File: src/rtl/sram_ctrl.sv
// sram_ctrl: splits byte/half/word bus requests into registered little-endian byte cycles on an async SRAM.
// Define SRAM_CTRL_WORD_EN to support half/word sizes; otherwise only byte requests are legal.
`ifndef IOR_DIR_OUT
`define IOR_DIR_OUT 1'b1
`endif
`ifndef IOR_DIR_IN
`define IOR_DIR_IN 1'b0
`endif
module sram_ctrl #(
  parameter int unsigned RD_WAIT = 1,
  parameter int unsigned WR_WAIT = 1
) (
  input  logic        clk,
  input  logic        rstn,
  input  logic        req_vld,
  output logic        req_rdy,
  input  logic        req_we,
  input  logic [1:0]  req_size,
  input  logic [18:0] req_addr,
  input  logic [31:0] req_wdata,
  output logic        resp_vld,
  output logic [31:0] resp_rdata,
  output logic        resp_err,
  output logic        sram_ce_bar,
  output logic        sram_oe_bar,
  output logic        sram_we_bar,
  output logic        sram_data_dir,
  output logic [7:0]  sram_data_out,
  input  logic [7:0]  sram_data_in,
  output logic [18:0] sram_addr
);
  typedef enum logic [2:0] {IDLE, RD, WR_SU, WR_PL, WR_HD, RESP} state_t;
  localparam logic [2:0] RDW = 3'(RD_WAIT);
  localparam logic [2:0] WRW = 3'(WR_WAIT);
  state_t state_q, state_d;
  logic [2:0] wait_q, wait_d;
  logic [18:0] base_q, base_d, addr_q, addr_d;
  logic [7:0] dout_q, dout_d;
  logic ce_q, ce_d, oe_q, oe_d, we_q, we_d, dir_q, dir_d;
  logic rdy_q, rdy_d, vld_q, vld_d, err_q, err_d;
  logic acc_err;
`ifdef SRAM_CTRL_WORD_EN
  logic [1:0] k_q, k_d, last_q, last_d;
  logic [31:0] wdata_q, wdata_d, rdata_q, rdata_d;
  assign acc_err = (req_size == 2'd3) || (req_size == 2'd1 && req_addr[0]) ||
                   (req_size == 2'd2 && req_addr[1:0] != 2'd0);
  assign resp_rdata = rdata_q;
`else
  logic [7:0] wdata_q, wdata_d, rdata_q, rdata_d;
  logic unused_wdata;
  assign unused_wdata = ^req_wdata[31:8];
  assign acc_err = req_size != 2'd0;
  assign resp_rdata = {24'd0, rdata_q};
`endif
  assign req_rdy       = rdy_q;
  assign resp_vld      = vld_q;
  assign resp_err      = err_q;
  assign sram_ce_bar   = ce_q;
  assign sram_oe_bar   = oe_q;
  assign sram_we_bar   = we_q;
  assign sram_data_dir = dir_q;
  assign sram_data_out = dout_q;
  assign sram_addr     = addr_q;
  always_comb begin
    state_d = state_q;
    wait_d  = wait_q;
    base_d  = base_q;
    wdata_d = wdata_q;
    rdata_d = rdata_q;
    err_d   = err_q;
`ifdef SRAM_CTRL_WORD_EN
    k_d     = k_q;
    last_d  = last_q;
`endif
    case (state_q)
      IDLE: if (req_vld) begin
        base_d  = req_addr;
        rdata_d = '0;
        err_d   = acc_err;
        wait_d  = '0;
`ifdef SRAM_CTRL_WORD_EN
        k_d     = '0;
        last_d  = {req_size[1], |req_size};
        wdata_d = req_wdata;
`else
        wdata_d = req_wdata[7:0];
`endif
        state_d = acc_err ? RESP : req_we ? WR_SU : RD;
      end
      RD: if (wait_q == RDW) begin
        wait_d  = '0;
`ifdef SRAM_CTRL_WORD_EN
        rdata_d[{k_q, 3'b000} +: 8] = sram_data_in;
        k_d     = k_q + 2'd1;
        state_d = (k_q == last_q) ? RESP : RD;
`else
        rdata_d = sram_data_in;
        state_d = RESP;
`endif
      end else wait_d = wait_q + 3'd1;
      WR_SU: begin
        wait_d  = '0;
        state_d = WR_PL;
      end
      WR_PL: if (wait_q == WRW) state_d = WR_HD;
             else wait_d = wait_q + 3'd1;
      WR_HD: begin
`ifdef SRAM_CTRL_WORD_EN
        k_d     = k_q + 2'd1;
        state_d = (k_q == last_q) ? RESP : WR_SU;
`else
        state_d = RESP;
`endif
      end
      RESP: state_d = IDLE;
      default: state_d = IDLE;
    endcase
    // Outputs are derived from the next state so every pin comes straight off a flop.
    ce_d  = !(state_d inside {RD, WR_SU, WR_PL, WR_HD});
    oe_d  = state_d != RD;
    we_d  = state_d != WR_PL;
    dir_d = (state_d inside {WR_SU, WR_PL, WR_HD}) ? `IOR_DIR_OUT : `IOR_DIR_IN;
    rdy_d = state_d == IDLE;
    vld_d = state_d == RESP;
`ifdef SRAM_CTRL_WORD_EN
    addr_d = (state_d == RD || state_d == WR_SU) ? base_d + {17'd0, k_d} : addr_q;
    dout_d = (state_d == WR_SU) ? wdata_d[{k_d, 3'b000} +: 8] : dout_q;
`else
    addr_d = (state_d == RD || state_d == WR_SU) ? base_d : addr_q;
    dout_d = (state_d == WR_SU) ? wdata_d : dout_q;
`endif
  end
  always_ff @(posedge clk or negedge rstn) begin
    if (!rstn) begin
      state_q <= IDLE;
      wait_q  <= '0;
      base_q  <= '0;
      wdata_q <= '0;
      rdata_q <= '0;
      err_q   <= 1'b0;
      addr_q  <= '0;
      dout_q  <= '0;
      ce_q    <= 1'b1;
      oe_q    <= 1'b1;
      we_q    <= 1'b1;
      dir_q   <= `IOR_DIR_IN;
      rdy_q   <= 1'b1;
      vld_q   <= 1'b0;
`ifdef SRAM_CTRL_WORD_EN
      k_q     <= '0;
      last_q  <= '0;
`endif
    end else begin
      state_q <= state_d;
      wait_q  <= wait_d;
      base_q  <= base_d;
      wdata_q <= wdata_d;
      rdata_q <= rdata_d;
      err_q   <= err_d;
      addr_q  <= addr_d;
      dout_q  <= dout_d;
      ce_q    <= ce_d;
      oe_q    <= oe_d;
      we_q    <= we_d;
      dir_q   <= dir_d;
      rdy_q   <= rdy_d;
      vld_q   <= vld_d;
`ifdef SRAM_CTRL_WORD_EN
      k_q     <= k_d;
      last_q  <= last_d;
`endif
    end
  end
endmodule

File: config.mk
export PLATFORM = sky130hd
export DESIGN_NAME = sram_ctrl
export DESIGN_NICKNAME = d
export VERILOG_FILES = /design/src/rtl/sram_ctrl.sv
export SDC_FILE = /design/constraint.sdc
export NUM_CORES = 1
export LEC_CHECK = 0
export ABC_AREA = 1
export BUFFER_PORTS_ARGS = -buffer_cell sky130_fd_sc_hd__buf_2
export CORE_UTILIZATION = 52
export CTS_BUF_LIST = sky130_fd_sc_hd__clkbuf_16
export DETAILED_ROUTE_END_ITERATION = 8
export PLACE_DENSITY = 0.83
export SLEW_MARGIN = 20
export SYNTH_ARGS = -nofsm -noshare
export SYNTH_HDL_FRONTEND = slang
export SYNTH_SLANG_ARGS = --single-unit
File: constraint.sdc
create_clock -name clk -period 2.9 [get_ports clk]
set_clock_uncertainty 0.05 [all_clocks]
set_input_delay 0.145 -clock clk [delete_from_list [all_inputs] [get_ports clk]]
set_output_delay 0.145 -clock clk [all_outputs]
set_load 0.01 [all_outputs]
==> results of run 1 <==
-- report_power, final --
part / leakage, nW / total [mW] / switching (mW) / internal [mW]
sequential: 0.942 / 1.72 / 0.188 / 1.53
clock: 0.132 / 0.936 / 0.378 / 0.558
combinational: 1.15 / 1.67 / 1.09 / 0.573
-- cell type report --
cell class,instances,share of cell area
Sequential cell,75,0.4776
Clock inverter,7,0.006986
Timing Repair Buffer,96,0.1385
Inverter,25,0.02382
Clock buffer,9,0.05716
Tap cell,75,0.02382
Multi-Input combinational cell,243,0.2722
-- synth_stat cells (all sizes together) --
cell / count
nand2: 132
dfrtp: 71
buf: 36
nand3: 35
inv: 24
nor2: 21
o21ai: 14
a31oi: 8
dfstp: 4
ha: 2
nor3: 2
a21oi: 1
clkbuf: 1
clkinv: 1
conb: 1
o2111ai: 1
o211ai: 1
o22ai: 1
xor2: 1
-- sequential cells by signal (all words and copies together), names as in the netlist --
register and flops:
base_q 19, rdata_q 8, req_rdy 1, resp_err 1, resp_vld 1, sram_addr 19
sram_ce_bar 1, sram_data_dir 1, sram_data_out 8, sram_oe_bar 1, sram_we_bar 1, state_q 3
wait_q 3, wdata_q 8
-- kinds of logic after synthesis --
family,count (synthesis),share of synthesized area
adder cells (fa/ha/maj),2,0.007742
XOR/XNOR,1,0.002711
flip-flops,75,0.5823
buffers and inverters,62,0.1127
other,1,0.001160
AO/OA/AOI/OAI,26,0.04685
AND/OR/NAND/NOR,190,0.2466
-- layer usage --
layer  GRT usage  vias up  wire (µm)
met3     0.03708        6        372
met1      0.2733     1180       3007
met5           0        -          0
met2      0.3445       84       2958
li1            -     1268          -
met4     0.08393        0         48
-- repair_timing --
action / 4_1_cts / 5_1_grt
hold buffers: 11 / 0
endpoints found under the hold margin: 81 / 0
gates resized for setup: 0 / 0
setup endpoints to repair: 0 / 0
-- stage by stage --
| step | instances | instance area, µm² | hold WS, ns | total power, mW |
|---|---|---|---|---|
| floorplan | 380 | 3318 | -0.2006 | 2.936 |
| global placement | 503 | 3577 | 0.2782 | 3.331 |
| detailed placement | 503 | 3577 | 0.2919 | 3.398 |
| CTS | 530 | 3940 | 0.0001938 | 4.366 |
| global route | 530 | 3940 | 0.01361 | 4.671 |
| finish | 530 | 3940 | 0.005738 | 4.319 |
-- critical path, delay by kind of cell (launching register included) --
family | cells | cell delay (ns)
and+or+nand+nor | 8 | 1.25
buffers and inverters | 3 | 0.46
DFF | 1 | 0.40
-- final timing paths --
kind	to	slack, ns	cells past startpoint	from
worst min register to register	base_q[12]	0.42	2	base_q[12]
worst max register to register	sram_addr[4]	0.60	11	state_q[2]
min in group asynchronous	sram_addr[5]	0.43	2	rstn
worst max-delay path	sram_addr[4]	0.60	11	state_q[2]
max in group asynchronous	sram_data_out[4]	1.74	2	rstn
worst min-delay path	wdata_q[3]	0.006	3	req_wdata[3]
==> impl_metrics.csv, run 1 <==
group,metric,value,unit
timing,setup_slack,0.6000,ns
timing,finalCriticalPeriod,2.300,ns
synth,yosys_register_bits,75,
synth,ys_types,27,
clocking,htree_levels,3,
grt,grt_pass1_wl,10290,µm
floorplanning,die-area,6534,µm²
floorplanning,core_region_area,5956,µm²
place,dp_slack,0.6007,ns
route,drt_wl_total,6386,µm
finish,multiInputGateArea,1072,µm²
timing,setup_viol,0,
clocking,cts_tree,"yes",
finish,synthToLayoutAreaGrowth,21.91,%
synth,synth_largest_area_cell,"sky130_fd_sc_hd__dfrtp_1",
floorplanning,start_util,0.5426,
finish,fin_nets,517,
timing,tightest_slew,0.9151,ns
grt,maximum_number_of_pins_on_one_net_before_global_route_repair,76,
critical_path,cp_max_fo,21,
place,globalplace.congestion,0.8044,
critical_path,required_time_of_the_worst_setup_path,3.05,ns
route,detailedRoute.firstIterationViolations,99,
synth,mapped_avg_cell_area,9.053,µm²
clocking,cts_post_setup_buffers_inserted,0,
timing,grt_setup_unrepaired,"no",
place,placement.io_buffers,82,
timing,report.final.hold_viol_count,0,
synth,register_area_share_after_synthesis,0.5823,
finish,layout.cells.most_common,"sky130_fd_sc_hd__nand2_1",
route,via_count,2538,
synth,synth_area_leaders,"sky130_fd_sc_hd__dfrtp_1, sky130_fd_sc_hd__nand2_1, sky130_fd_sc_hd__buf_4",
clocking,clock_sink_count,75,
grt,antenna_found_initial,0,
clocking,clock-root-buffer,"sky130_fd_sc_hd__clkbuf_16",
timing,final_max_slew_viol_count,0,
pwr,power.ir.vdd_worst,0.6701,mV
finish,layout.filler_cells,513,
timing,max_slew_margin,0.3900,
critical_path,setup.worst_path.end_class,"flip-flop",
critical_path,crit_top_cell,"sky130_fd_sc_hd__nand2_2",
finish,final_util,0.6616,
synth,post_synth_instance_area,3232,µm²
synth,synthesis.instances,357,
critical_path,critical-path-max-stage-delay,0.40,ns
place,hpwlAfterDp,4111,µm
grt,via_count_of_the_first_global_routing_pass,2350,
critical_path,cpMaxStageDelayCell,"sky130_fd_sc_hd__dfrtp_1",
synth,synthesis_warning_total,0,
grt,track_usage,0.2089,
grt,grt.overflow.total,0,
min_path,min_path_type,"input pin to flip-flop",
timing,setup_total_negative_slack,0,ns
critical_path,path_cells,"inv_2 -> nand2_2 -> inv_2 -> nand2_2 -> nor2_4 -> nor2_2 -> nand3_2 -> buf_4 -> nand2_2 -> nand2_1 -> nand2_1",
route,drcViolationCount,0,
finish,ratio_of_cells_with_drive_above_1_in_the_final_layout,0.2484,
floorplanning,core_rows,28,
critical_path,critPathKind,"flip-flop to flip-flop",
run,max_cap_violations,0,
clocking,max-clock-path-buffers,2,
timing,post-route-period-util,0.7931,
pwr,power_density,1096,nW/µm²
floorplanning,die_width,80.84,µm
route,route.detailed.wl_per_inst,12.05,µm
critical_path,crit_arrival,2.45,ns
route,route.antenna.remaining_nets,0,
finish,antenna-diode-count,0,
clocking,cts_inserted_buffers,9,
outcome,outcome,"complete, no violations",
clocking,clk_transition_reported_paths,0.05,ns
floorplanning,dieHeight,80.84,µm
timing,max_freq,0.4348,GHz
clocking,clk-insertion-delay-late,0.32,ns
route,detailedRoute.firstPassIterationCount,4,
floorplanning,ioPinCount,131,
critical_path,critical_path.startpoint_type,"flip-flop",
synth,synth_top_area_share,0.5497,
route,post_detailed_route_via_to_cell_ratio,4.789,
pwr,power_leakage,2.219,nW
finish,layout_common_cells,"sky130_fd_sc_hd__nand2_1, sky130_fd_sc_hd__buf_2, sky130_fd_sc_hd__dfrtp_1, sky130_fd_sc_hd__nand3_1, sky130_fd_sc_hd__conb_1",
finish,register_area,1882,µm²
Power figures use the tool's default switching activity.
==> run 2, diff against run 1 <==
--- a/config.mk
+++ b/config.mk
@@ -7,10 +7,10 @@
 export LEC_CHECK = 0
 export ABC_AREA = 1
 export BUFFER_PORTS_ARGS = -buffer_cell sky130_fd_sc_hd__buf_2
-export CORE_UTILIZATION = 52
+export CORE_UTILIZATION = 43
 export CTS_BUF_LIST = sky130_fd_sc_hd__clkbuf_16
 export DETAILED_ROUTE_END_ITERATION = 8
-export PLACE_DENSITY = 0.83
+export PLACE_DENSITY = 0.73
 export SLEW_MARGIN = 20
 export SYNTH_ARGS = -nofsm -noshare
 export SYNTH_HDL_FRONTEND = slang
==> constraint.sdc (replaced) <==
create_clock -name clk -period 2.1 [get_ports clk]
set_clock_uncertainty 0.05 [all_clocks]
set_input_delay 0.105 -clock clk [delete_from_list [all_inputs] [get_ports clk]]
set_output_delay 0.105 -clock clk [all_outputs]
set_load 0.01 [all_outputs]
==> impl_metrics.csv, run 2 (synthesis results as in run 1) <==
group,metric,value,unit
outcome,outcome,"complete, no violations",
floorplanning,die-area,7867,µm²
critical_path,r2r_setup_slack,0.22,ns
critical_path,path_cells,"inv_1 -> ha_1 -> inv_1 -> nor2_2 -> a21oi_1 -> nor2_2 -> nand3_2 -> buf_4 -> nand3_1 -> nand2_1",
clocking,clk-insertion-delay-late,0.33,ns
critical_path,setup.worst_path.end_class,"flip-flop",
clocking,cts_inserted_buffers,9,
timing,finalCriticalPeriod,1.879,ns
finish,final_util,0.5874,
timing,setup_total_negative_slack,0,ns
finish,synthToLayoutAreaGrowth,31.82,%
grt,grt.overflow.total,0,
clocking,htree_levels,3,
clocking,clock-root-buffer,"sky130_fd_sc_hd__clkbuf_16",
grt,track_usage,0.1960,
critical_path,critical_path.startpoint_type,"flip-flop",
critical_path,regToRegEndpoint,"sram_addr[1]",
critical_path,rr_startpoint,"wait_q[1]",
route,drt_wl_total,7163,µm
route,via_count,2647,
clocking,clk_transition_reported_paths,0.05,ns
clocking,cts_post_setup_buffers_inserted,0,
critical_path,required_time_of_the_worst_setup_path,2.26,ns
critical_path,cp_max_fo,20,
timing,max_slew_margin,0.6558,
critical_path,reg2reg_depth,10,
timing,grt_setup_unrepaired,"no",
finish,ratio_of_cells_with_drive_above_1_in_the_final_layout,0.2448,
finish,design_area,4260,µm²
timing,final_max_slew_viol_count,0,
grt,maximum_number_of_pins_on_one_net_before_global_route_repair,42,
route,post_detailed_route_via_to_cell_ratio,4.556,
finish,fin_nets,545,
pwr,design_power_total,6.079,mW
clocking,max-clock-path-buffers,2,
run,max_cap_violations,0,
floorplanning,die_width,88.70,µm
clocking,cts_tree,"yes",
min_path,terminating_pin_of_the_worst_hold_path,"wait_q[1]",
timing,tightest_slew,0.5162,ns
route,route.detailed.wl_per_inst,12.33,µm
critical_path,crit_arrival,2.04,ns
place,globalplace.congestion,0.8655,
min_path,hold_path_depth,4,
floorplanning,core_rows,31,
grt,antenna_found_initial,0,
finish,layout.cells.most_common,"sky130_fd_sc_hd__nand2_1",
grt,via_count_of_the_first_global_routing_pass,2423,
min_path,min_path_type,"input pin to flip-flop",
finish,finalNonFillerCells,581,
grt,grt_pass1_wl,11260,µm
floorplanning,start_util,0.4456,
critical_path,critical-path-max-stage-delay,0.38,ns
floorplanning,dieHeight,88.70,µm
route,detailedRoute.firstIterationViolations,95,
pwr,power_density,1427,nW/µm²
critical_path,critPathKind,"flip-flop to flip-flop",
floorplanning,core_region_area,7253,µm²
min_path,launch_point_of_the_worst_hold_path,"req_vld",
route,detailedRoute.firstPassIterationCount,4,
floorplanning,ioPinCount,131,
pwr,power_leakage,2.341,nW
timing,post-route-period-util,0.8948,
timing,max_freq,0.5322,GHz
route,route.antenna.remaining_nets,0,
finish,antenna-diode-count,0,
finish,layout_common_cells,"sky130_fd_sc_hd__nand2_1, sky130_fd_sc_hd__buf_2, sky130_fd_sc_hd__dfrtp_1, sky130_fd_sc_hd__dlygate4sd3_1, sky130_fd_sc_hd__nand3_1",
timing,report.final.hold_viol_count,0,
place,placement.io_buffers,82,
timing,setup_viol,0,
critical_path,cpMaxStageDelayCell,"sky130_fd_sc_hd__dfrtp_1",
clocking,clock_sink_count,75,
place,placed_cell_area,3642,µm²
place,hpwlAfterDp,4420,µm
pwr,power.ir.vdd_worst,0.6523,mV
place,dp.cells,530,
route,drcViolationCount,0,
run 2: through the flow:
| step | hold slack [ns] | worst slack, ns |
|---|---|---|
| 2_1_floorplan | -0.2406 | 0.5206 |
| 3_3_place_gp | 0.03230 | 0.1708 |
| 3_5_place_dp | 0.03983 | 0.1161 |
| 4_1_cts | 0.1266 | 0.04855 |
| 5_1_grt | 0.1696 | 0.06994 |
| 6_report | 0.1294 | 0.2210 |
run 2: metal layers:
layer | track usage | wire length [µm] | vias to the layer above
met5 | 0 | 0 | -
met4 | 0.06891 | 57 | 0
met2 | 0.3224 | 3537 | 85
li1 | - | - | 1325
met3 | 0.05037 | 352 | 6
met1 | 0.2521 | 3216 | 1231
run 2: power breakdown:
part           total, mW  switching (mW)  leakage [nW]  internal (mW)
sequential          2.39           0.273         0.942           2.11
combinational       2.39            1.54          1.27          0.842
clock               1.31           0.537         0.129          0.770
total               6.08            2.35          2.34           3.72
run 2: critical path, delay by kind of cell, from the launching register on:
family                     cells  cell delay [ns]
and+or+nand+nor                5             0.69
adders and majority gates      1             0.14
DFF                            1             0.38
AOI/OAI and AO/OA              1             0.13
buffers and inverters          3             0.36
run 2: area by class of cell:
type | instances | area (µm²)
fill | 671 | 2993
sequential | 75 | 1882
multi-input combinational | 243 | 1080
timing repair buffer | 124 | 830.8
clock buffer | 9 | 225.2
tap | 99 | 123.9
inverter | 25 | 93.84
clock inverter | 6 | 25.02
run 2: how the worst max path moves through the flow:
stage	end	depth (start not counted)	start	slack, ns
after global placement	sram_addr[0]	10	wait_q[1]	0.17
after detailed placement	sram_addr[1]	10	wait_q[1]	0.12
after global routing	sram_addr[1]	10	wait_q[1]	0.07
after CTS	sram_addr[1]	10	wait_q[1]	0.05
final	sram_addr[1]	10	wait_q[1]	0.22
after floorplan	sram_addr[0]	10	wait_q[1]	0.52
run 2: what timing repair did:
action / CTS / global route
hold buffers: 36 / 0
gates resized for setup: 0 / 2
endpoints found under the setup margin: 0 / 21
hold endpoints to repair: 70 / 0
